--- config.mk ---
export PLATFORM = sky130hd
export DESIGN_NAME = op_stack_flat
export DESIGN_NICKNAME = d
export VERILOG_FILES = /design/src/rtl/op_stack_pkg.sv /design/src/rtl/op_stack_if.sv /design/src/rtl/op_stack_mem.sv /design/src/rtl/op_stack.sv /design/src/flat_wrapper.sv
export SDC_FILE = /design/constraint.sdc
export NUM_CORES = 1
export LEC_CHECK = 0
export ABC_CLOCK_PERIOD_IN_PS = 2800
export CAP_MARGIN = 15
export CORE_MARGIN = 5
export CORE_UTILIZATION = 47
export DETAILED_ROUTE_END_ITERATION = 7
export GPL_ROUTABILITY_DRIVEN = 0
export PLACE_DENSITY = 0.76
export SLEW_MARGIN = 0
export SYNTH_ARGS = -nofsm -noshare
export SYNTH_HDL_FRONTEND = slang
export SYNTH_SLANG_ARGS = --single-unit
--- constraint.sdc ---
create_clock -name clk -period 2.8 [get_ports clk]
set_clock_uncertainty 0.1 [all_clocks]
set_input_delay 0.56 -clock clk [delete_from_list [all_inputs] [get_ports clk]]
set_output_delay 0.56 -clock clk [all_outputs]
set_load 0.01 [all_outputs]
--- src/rtl/op_stack_pkg.sv ---
// Shared opcode encoding and sizing helper for the operand stack.
package op_stack_pkg;

   localparam int OP_W = 3;

   localparam logic [OP_W-1:0] OP_NOP  = 3'd0;
   localparam logic [OP_W-1:0] OP_PUSH = 3'd1;
   localparam logic [OP_W-1:0] OP_POP  = 3'd2;
   localparam logic [OP_W-1:0] OP_REPL = 3'd3;
   localparam logic [OP_W-1:0] OP_DUP  = 3'd4;
   localparam logic [OP_W-1:0] OP_SWAP = 3'd5;

   // Width of an occupancy counter that must reach DEPTH itself.
   function automatic int cnt_w(input int depth);
      return $clog2(depth + 1);
   endfunction

endpackage

--- src/rtl/op_stack_if.sv ---
// Decoder/ALU-facing bundle of the operand stack: op request in, stack view and status out.
interface op_stack_if #(
   parameter int WIDTH = 8,
   parameter int DEPTH = 4
);
   import op_stack_pkg::*;

   localparam int CW = cnt_w(DEPTH);

   logic [OP_W-1:0]  op_i;
   logic [WIDTH-1:0] data_i;
   logic             clr_err;
   logic [WIDTH-1:0] tos_o;
   logic [WIDTH-1:0] nos_o;
   logic [CW-1:0]    count_o;
   logic             empty_o;
   logic             full_o;
   logic             ovf_o;
   logic             unf_o;
   logic             err_o;

   modport master (
      output op_i, data_i, clr_err,
      input  tos_o, nos_o, count_o, empty_o, full_o, ovf_o, unf_o, err_o
   );

   modport slave (
      input  op_i, data_i, clr_err,
      output tos_o, nos_o, count_o, empty_o, full_o, ovf_o, unf_o, err_o
   );

endinterface

--- src/rtl/op_stack_mem.sv ---
// DEPTH x WIDTH register file with two write ports and two combinational read ports.
module op_stack_mem #(
   parameter int WIDTH = 8,
   parameter int DEPTH = 4,
   parameter int AW    = $clog2(DEPTH)
) (
   input  logic             clk,
   input  logic             we0,
   input  logic [AW-1:0]    waddr0,
   input  logic [WIDTH-1:0] wdata0,
   input  logic             we1,
   input  logic [AW-1:0]    waddr1,
   input  logic [WIDTH-1:0] wdata1,
   input  logic [AW-1:0]    raddr0,
   input  logic [AW-1:0]    raddr1,
   output logic [WIDTH-1:0] rdata0,
   output logic [WIDTH-1:0] rdata1
);

   logic [WIDTH-1:0] entry [DEPTH];

   // Contents are don't-care after reset, so entries carry no reset term.
   genvar gi;
   generate
      for (gi = 0; gi < DEPTH; gi++) begin : g_entry
         logic [WIDTH-1:0] entry_reg;

         always_ff @(posedge clk) begin
            if (we1 && waddr1 == AW'(gi)) begin
               entry_reg <= wdata1;
            end else if (we0 && waddr0 == AW'(gi)) begin
               entry_reg <= wdata0;
            end
         end

         assign entry[gi] = entry_reg;
      end
   endgenerate

   assign rdata0 = entry[raddr0];
   assign rdata1 = entry[raddr1];

endmodule

--- src/rtl/op_stack.sv ---
// Operand stack executing one NOP/PUSH/POP/REPL/DUP(/SWAP) per clock with overflow/underflow reporting.
// SWAP (opcode 101) is built only when OP_STACK_SWAP_EN is defined; otherwise 101 behaves as NOP.
module op_stack
   import op_stack_pkg::*;
#(
   parameter int WIDTH = 8,
   parameter int DEPTH = 4
) (
   input  logic      clk,
   input  logic      rst,
   op_stack_if.slave bus
);

   localparam int CW = cnt_w(DEPTH);
   localparam int AW = $clog2(DEPTH);

   localparam logic [CW-1:0] FULL_CNT = CW'(DEPTH);
   localparam logic [CW-1:0] ONE      = CW'(1);
   localparam logic [CW-1:0] TWO      = CW'(2);

   logic [CW-1:0]    count_reg, count_next;
   logic             ovf_reg, ovf_next;
   logic             unf_reg, unf_next;
   logic             err_reg, err_next;

   logic [AW-1:0]    top_idx, nos_idx, push_idx;
   logic             we0, we1;
   logic [AW-1:0]    waddr0, waddr1;
   logic [WIDTH-1:0] wdata0, wdata1;
   logic [WIDTH-1:0] rd_top, rd_nos;
   logic             has_one, has_two, is_full;

   // Indices wrap harmlessly when count is 0 or DEPTH; the decode never uses them then.
   assign top_idx  = AW'(count_reg - ONE);
   assign nos_idx  = AW'(count_reg - TWO);
   assign push_idx = AW'(count_reg);

   assign has_one = (count_reg != '0);
   assign has_two = (count_reg >= TWO);
   assign is_full = (count_reg == FULL_CNT);

   op_stack_mem #(
      .WIDTH (WIDTH),
      .DEPTH (DEPTH),
      .AW    (AW)
   ) u_mem (
      .clk    (clk),
      .we0    (we0),
      .waddr0 (waddr0),
      .wdata0 (wdata0),
      .we1    (we1),
      .waddr1 (waddr1),
      .wdata1 (wdata1),
      .raddr0 (top_idx),
      .raddr1 (nos_idx),
      .rdata0 (rd_top),
      .rdata1 (rd_nos)
   );

   always_comb begin
      count_next = count_reg;
      ovf_next   = 1'b0;
      unf_next   = 1'b0;
      we0        = 1'b0;
      we1        = 1'b0;
      waddr0     = push_idx;
      waddr1     = nos_idx;
      wdata0     = bus.data_i;
      wdata1     = rd_top;

      case (bus.op_i)
         OP_PUSH: begin
            if (is_full) begin
               ovf_next = 1'b1;
            end else begin
               we0        = 1'b1;
               count_next = count_reg + ONE;
            end
         end
         OP_POP: begin
            if (has_one) count_next = count_reg - ONE;
            else         unf_next   = 1'b1;
         end
         OP_REPL: begin
            if (has_one) begin
               we0    = 1'b1;
               waddr0 = top_idx;
            end else begin
               unf_next = 1'b1;
            end
         end
         OP_DUP: begin
            if (!has_one) begin
               unf_next = 1'b1;
            end else if (is_full) begin
               ovf_next = 1'b1;
            end else begin
               we0        = 1'b1;
               wdata0     = rd_top;
               count_next = count_reg + ONE;
            end
         end
`ifdef OP_STACK_SWAP_EN
         OP_SWAP: begin
            if (has_two) begin
               we0    = 1'b1;
               waddr0 = top_idx;
               wdata0 = rd_nos;
               we1    = 1'b1;
            end else begin
               unf_next = 1'b1;
            end
         end
`endif
         default: ;
      endcase

      // A fresh error outranks a simultaneous clear request.
      if (ovf_next || unf_next) err_next = 1'b1;
      else if (bus.clr_err)     err_next = 1'b0;
      else                      err_next = err_reg;
   end

   always_ff @(posedge clk) begin
      if (rst) begin
         count_reg <= '0;
         ovf_reg   <= 1'b0;
         unf_reg   <= 1'b0;
         err_reg   <= 1'b0;
      end else begin
         count_reg <= count_next;
         ovf_reg   <= ovf_next;
         unf_reg   <= unf_next;
         err_reg   <= err_next;
      end
   end

   assign bus.tos_o   = has_one ? rd_top : '0;
   assign bus.nos_o   = has_two ? rd_nos : '0;
   assign bus.count_o = count_reg;
   assign bus.empty_o = !has_one;
   assign bus.full_o  = is_full;
   assign bus.ovf_o   = ovf_reg;
   assign bus.unf_o   = unf_reg;
   assign bus.err_o   = err_reg;

endmodule

--- src/flat_wrapper.sv ---
// flat-port wrapper written by rule: the top's interface ports become plain ports
module op_stack_flat import op_stack_pkg::*;
#(
   parameter int WIDTH = 8,
   parameter int DEPTH = 4
)
  (clk, rst, bus_op_i, bus_data_i, bus_clr_err, bus_tos_o, bus_nos_o, bus_count_o, bus_empty_o, bus_full_o, bus_ovf_o, bus_unf_o, bus_err_o);
  op_stack_if #(.WIDTH(WIDTH), .DEPTH(DEPTH)) bus_i ();
  input  logic clk;
  input  logic rst;
  input wire logic [$bits(bus_i.op_i)-1:0] bus_op_i;
  input wire logic [$bits(bus_i.data_i)-1:0] bus_data_i;
  input wire logic [$bits(bus_i.clr_err)-1:0] bus_clr_err;
  output wire logic [$bits(bus_i.tos_o)-1:0] bus_tos_o;
  output wire logic [$bits(bus_i.nos_o)-1:0] bus_nos_o;
  output wire logic [$bits(bus_i.count_o)-1:0] bus_count_o;
  output wire logic [$bits(bus_i.empty_o)-1:0] bus_empty_o;
  output wire logic [$bits(bus_i.full_o)-1:0] bus_full_o;
  output wire logic [$bits(bus_i.ovf_o)-1:0] bus_ovf_o;
  output wire logic [$bits(bus_i.unf_o)-1:0] bus_unf_o;
  output wire logic [$bits(bus_i.err_o)-1:0] bus_err_o;
  assign bus_i.op_i = bus_op_i;
  assign bus_i.data_i = bus_data_i;
  assign bus_i.clr_err = bus_clr_err;
  assign bus_tos_o = bus_i.tos_o;
  assign bus_nos_o = bus_i.nos_o;
  assign bus_count_o = bus_i.count_o;
  assign bus_empty_o = bus_i.empty_o;
  assign bus_full_o = bus_i.full_o;
  assign bus_ovf_o = bus_i.ovf_o;
  assign bus_unf_o = bus_i.unf_o;
  assign bus_err_o = bus_i.err_o;
  op_stack #(.WIDTH(WIDTH), .DEPTH(DEPTH)) u_core (.clk(clk), .rst(rst), .bus(bus_i));
endmodule
-- After elaboration in Yosys (flattened, before gate mapping)
Index checks and enable logic that the tools add are counted.
- bitwise gates (word level): 2
- magnitude comparators: 3
- reduce and logical (&&, ||, !) cells: 12
- $add $sub $neg: 3
- muxes and demuxes: 28
- equal/unequal tests: 10
- operators with widths (cell ; number):
    2-to-1 mux 8 bit ; 9
    binary-select mux 8 bit (select 2 bit) ; 2
    2-to-1 mux 1 bit ; 9
    2-to-1 mux 3 bit ; 3
    case mux 3 bit (3 select lines) ; 1
    equality test 3 x 2 -> 1 bit (second input constant) ; 2
    equality test 3 bit (second input constant) ; 2
    >= comparator 3 bit (second input constant) ; 2
    inverter 2 -> 3 bit ; 2
    nonzero test 3 bit ; 2
    equality test 2 bit (second input constant) ; 2
    logical AND 1 bit ; 4
    2-to-1 mux 2 bit ; 2
    inequality test 2 x 1 -> 1 bit (second input constant) ; 2
    adder 3 x 1 -> 3 bit (second input constant) ; 1
    equality test 3 x 1 -> 1 bit (second input constant) ; 1
    >= comparator 3 x 2 -> 1 bit (second input constant) ; 1
    case mux 1 bit (3 select lines) ; 1
    AND reduction 3 bit ; 1
    OR reduction 3 bit ; 1
    subtractor 3 x 1 -> 3 bit (second input constant) ; 1
    equality test 2 x 1 -> 1 bit (second input constant) ; 1
    logical NOT 2 bit ; 1
    case mux 1 bit (2 select lines) ; 1
    4 further kinds ; 4
- flip-flop bits (word level): 38
- output and inout port bits: 24

-- Depth between registers and ports, before layout
- word-level depth: 8
- depth in mapped cells: 9

-- Cells and area by module
Synthesis repeated with hierarchy kept, for this count alone.
- cells, all modules: 180
- area, all modules: 2482.4 µm²
- modules (own cells, without submodules) (module ; times used ; area each (µm²) ; cells each):
    op_stack_mem ; 1 ; 1786.7 ; 95
    op_stack ; 1 ; 695.7 ; 85

-- Least setup slack after synthesis
Ideal clock, no wire load.
- path type: flip-flop to flip-flop
- start point: register u_core.count_reg[1], in the netlist u_core.bus.count_o[1]
- end point: register u_core.u_mem.g_entry[1].entry_reg[0] (enable)
- period minus slack after synthesis: 2.812 ns
- setup time: 0.370 ns
- required time: 2.330 ns
- arrival time: 2.341 ns
- slack: -0.012 ns
- stages on the path, launching flop included: 10
- cell sequence: dfxtp_1 -> clkbuf_1 -> inv_1 -> ha_1 -> nand2b_1 -> clkbuf_1 -> inv_1 -> nor4b_1 -> a31oi_1 -> nor2_1
- word-level cells in the longest chain between the ends: 5
- elaborated cells between the ends (all ways): 11
- ends and longest elaborated chain (what ; RTL line ; source):
    from (decl) ; op_stack.sv:21 ; logic [CW-1:0] count_reg, count_next;
    from (signal assigned) ; op_stack.sv:131 ; count_reg <= count_next;
    subtractor 3 x 1 -> 3 bit, or another cell as far along ; -- ;
    2-to-1 mux 2 bit / 2-to-1 mux 1 bit (equally long branches) ; op_stack.sv:85, op_stack.sv:73, op_stack.sv:95 ;
    2-to-1 mux 2 bit / 2-to-1 mux 1 bit (equally long branches) ; op_stack.sv:71, op_stack.sv:93 ;
    equality test 2 x 1 -> 1 bit / case mux 1 bit (3 select lines) (equally long branches) ; op_stack_mem.sv:31, op_stack.sv:71 ;
    logical AND 1 bit (*) ; op_stack_mem.sv:31 ; end else if (we0 && waddr0 == AW'(gi)) begin
    to (signal assigned) ; op_stack_mem.sv:30 ; entry_reg <= wdata1;
    to (signal assigned) ; op_stack_mem.sv:32 ; entry_reg <= wdata0;
    to (decl) ; op_stack_mem.sv:26 ; logic [WIDTH-1:0] entry_reg;
Every way passes the cells marked *; elsewhere a longest branch is shown, timed or not.
A chain may end at the register's enable or synchronous reset.

-- Worst setup path in the final report
- start point: register u_core.count_reg[0], in the netlist u_core.bus.count_o[0]
- end point: output bus_nos_o[2]
- word-level cells in the longest chain between the ends: 6
- elaborated cells between the ends (all ways): 7
- ends and longest elaborated chain (what ; RTL line ; source):
    subtractor 2 bit ; op_stack.sv:35 ; assign nos_idx = AW'(count_reg - TWO);
    inverter 2 -> 3 bit (implied by the code) ; op_stack_mem.sv:41 ; assign rdata1 = entry[raddr1];
    binary-select mux 8 bit (select 2 bit) ; op_stack_mem.sv:41 ;
    2-to-1 mux 8 bit (implied by the code) (2 in series) ; op_stack_mem.sv:41 ;
    2-to-1 mux 8 bit (*) ; op_stack.sv:139 ; assign bus.nos_o = has_two ? rd_nos : '0;
    to (decl) ; flat_wrapper.sv:15 ; output wire logic [$bits(bus_i.nos_o)-1:0] bus_nos_o;
Every way passes the cells marked *; elsewhere a longest branch is shown, timed or not. The select of a mux whose other input is x is not followed.

==> impl_metrics.tcl <==
set metrics [dict create \
    cts_made_buffers 5 \
    io_pins 38 \
    die-area_mm2 0.00584 \
    hold_ws_ns 0.381 \
    synth.avg_cell_area_um2 14.5 \
    synth-edff-count 32 \
    synth_cell_types 35 \
    rsz0062_at_grt "false" \
    nets 219 \
    yosys-top-cells-area "edfxtp_1 46%, mux4_2 17%, dfxtp_1 5.8%" \
    cp.arrival_ns 2.05 \
    cts_sinks 38 \
    synth_most_common_cell "edfxtp_1" \
    rr_endpoint "u_core.u_mem.g_entry[0].entry_reg[2]" \
    drtPass1Iterations 4 \
    row_count 24 \
    drive_above_1_share 0.317 \
    fillCellCount 321 \
    final_area_mm2 0.00283 \
    min_path_cells 1 \
    drt_iter0_markers 84 \
    finalSetupViolCount 0 \
    synth_area_mm2 0.00207 \
    peakVddDrop_mv 0.432 \
    clock_latency_ns 0.29 \
    place_area_mm2 0.00261 \
    setup_tns_ns 0 \
    worstHoldEndpoint "u_core.bus.err_o" \
    wl_um 4810 \
    die_width_um 76.4 \
    cp-start-kind "register" \
    die_h_um 76.4 \
    grt_pass1_wl_um 8000 \
    port_buffers 37 \
    drv_slew 0 \
    crit_chain "buf_12, mux4_2, nor2b_1, clkdlybuf4s50_1" \
    place_worst_setup_slack_ns -0.0133 \
    grt_max_degree 24 \
    grt_pass1_vias 1546 \
    overflow 0 \
    min-delay-start "u_core.bus.err_o" \
    synth-async-reset-ratio 0 \
    start_util 0.479 \
    insertedDiodeCount 0 \
    p_leak_uw 0.00110 \
    timing.final.crit_share 0.966 \
    hold_viol 0 \
    crit_type "reg2out" \
    yosysSeqAreaShare 0.521 \
    slowest_delay_ns 0.52 \
    htree_num_levels 2 \
    core_mm2 0.00432 \
    largest_reg_flops 32 \
    status "finished, final reports clean" \
    syn-num-nets 161 \
    vias_per_cell 5.70 \
    max_slew_margin 0.335 \
    cts_buffer_depth 2 \
    cts_root_buffer "clkbuf_8" \
    synthCells 143 \
    syn2layout_area_growth_pct 36.4 \
    synth_ff_type "edfxtp_1" \
    rr_startpoint "u_core.bus.count_o[1]" \
    cts_tree "done" \
    dp_hpwl_um 3420 \
    reg2regPathDepth 7 \
    synth.largest_area_cell "edfxtp_1" \
    drv_cap 0 \
    num_vias 1448 \
    cp_slowest_cell "mux4_2" \
    wl_per_cell_um 18.9 \
    drcViolationCount 0 \
    ff2ff_setup_slack_ns 0.41 \
    grt_use_total 0.174 \
    fmax_ghz 0.370 \
    cp.required_ns 2.14 \
    powerDensity_mw_per_mm2 611 \
    synth_common_cells "32 x edfxtp_1, 16 x mux4_2, 9 x mux2_2, 9 x nor2b_1, 8 x and2_1" \
    setup_slack_ns 0.0943 \
    ys_ff_latch 38 \
    yosys_warnings 0 \
    end_kind "output pin" \
    cp_max_fo 23 \
    fin_crit_ns 2.71 \
    synthDominantCellAreaShare 0.463 \
    clk_pin_slew_ns 0.07 \
    antenna_found_initial 0 \
    critPathLaunch "u_core.bus.count_o[0]" \
    drtAntennaViolNets 0 \
    hp-class "reg2reg" \
    worst_slew_pin_slew_ns 0.998 \
    cts_hold_buf 0 \
]
[metal layers]
layer,vias up,global-route usage,part of all wire,routed length [um]
li1,671,-,-,-
met1,738,0.210,0.42,2020
met2,31,0.301,0.53,2560
met3,8,0.0414,0.035,166
met4,0,0.0647,0.015,70
met5,-,0,0,0
[cell usage in the layout, fill, tap and decap left out, drive strengths merged, types with 3 or more instances in the layout]
cell type | synthesis | routed
buf | 5 | 22
clkdlybuf4s50 | 0 | 29
nor2 | 5 | 5
nand2b | 4 | 4
clkbuf | 3 | 5
nand3 | 4 | 4
edfxtp | 32 | 32
inv | 5 | 5
nor2b | 9 | 9
a21oi | 9 | 9
nor3 | 3 | 3
dfxtp | 6 | 6
dlymetal6s2s | 0 | 8
mux4 | 16 | 16
mux2 | 10 | 10
ha | 4 | 4
and2 | 8 | 8
[worst max-delay path by stage]
stage          slack (ns)  cells past startpoint                                    to
2_1_floorplan       0.005                      6  u_core.u_mem.g_entry[3].entry_reg[0]
3_3_place_gp         0.06                      5                          bus_tos_o[7]
3_5_place_dp        -0.01                      5  u_core.u_mem.g_entry[0].entry_reg[7]
4_1_cts              0.01                      6                          bus_tos_o[4]
5_1_grt              0.01                      4                          bus_nos_o[1]
6_report             0.09                      4                          bus_nos_o[2]
[cell families after synthesis]
| kind of cell | after synthesis | share of synthesized area |
|---|---|---|
| multiplexers | 27 | 0.233 |
| AO/OA/AOI/OAI | 15 | 0.0483 |
| adder cells (fa/ha/maj) | 4 | 0.0241 |
| buffers and inverters | 13 | 0.0296 |
| flip-flops | 38 | 0.521 |
| XOR/XNOR | 2 | 0.00845 |
| AND/OR/NAND/NOR | 44 | 0.135 |
[where the power goes]
part / switching [uW] / internal, uW
logic: 237 / 285
clock network: 189 / 352
registers: 16.0 / 650
[worst max-delay path: cells and delay by family, from the launching register on]
family	cells	cell delay, ns
buf+inv	2	0.70
mux	1	0.52
flops	1	0.37
simple gates	1	0.16
[through the flow]
| stage | util | power, uW | instances |
|---|---|---|---|
| floorplan | - | 946 | 143 |
| global placement | 0.604 | 1160 | 243 |
| detailed placement | 0.604 | 1170 | 243 |
| CTS | 0.647 | 1750 | 254 |
| global route | 0.654 | 1810 | 254 |
| finish | 0.654 | 1730 | 254 |
[cell type report]
cell class / instances / area (um^2) / share of cell area
Multi-Input combinational cell: 92 / 957 / 0.338
Clock inverter: 3 / 63.8 / 0.0226
Sequential cell: 38 / 1090 / 0.384
Tap cell: 52 / 65.1 / 0.0230
Inverter: 5 / 18.8 / 0.00664
Clock buffer: 5 / 68.8 / 0.0243
Timing Repair Buffer: 59 / 568 / 0.201
[repair_timing]
action,CTS,global route
gates resized for setup,10,10
pin swaps,1,0
endpoints found under the setup margin,16,16
buffers inserted,3,0
Note: power is estimated with default switching activity, not from simulation.
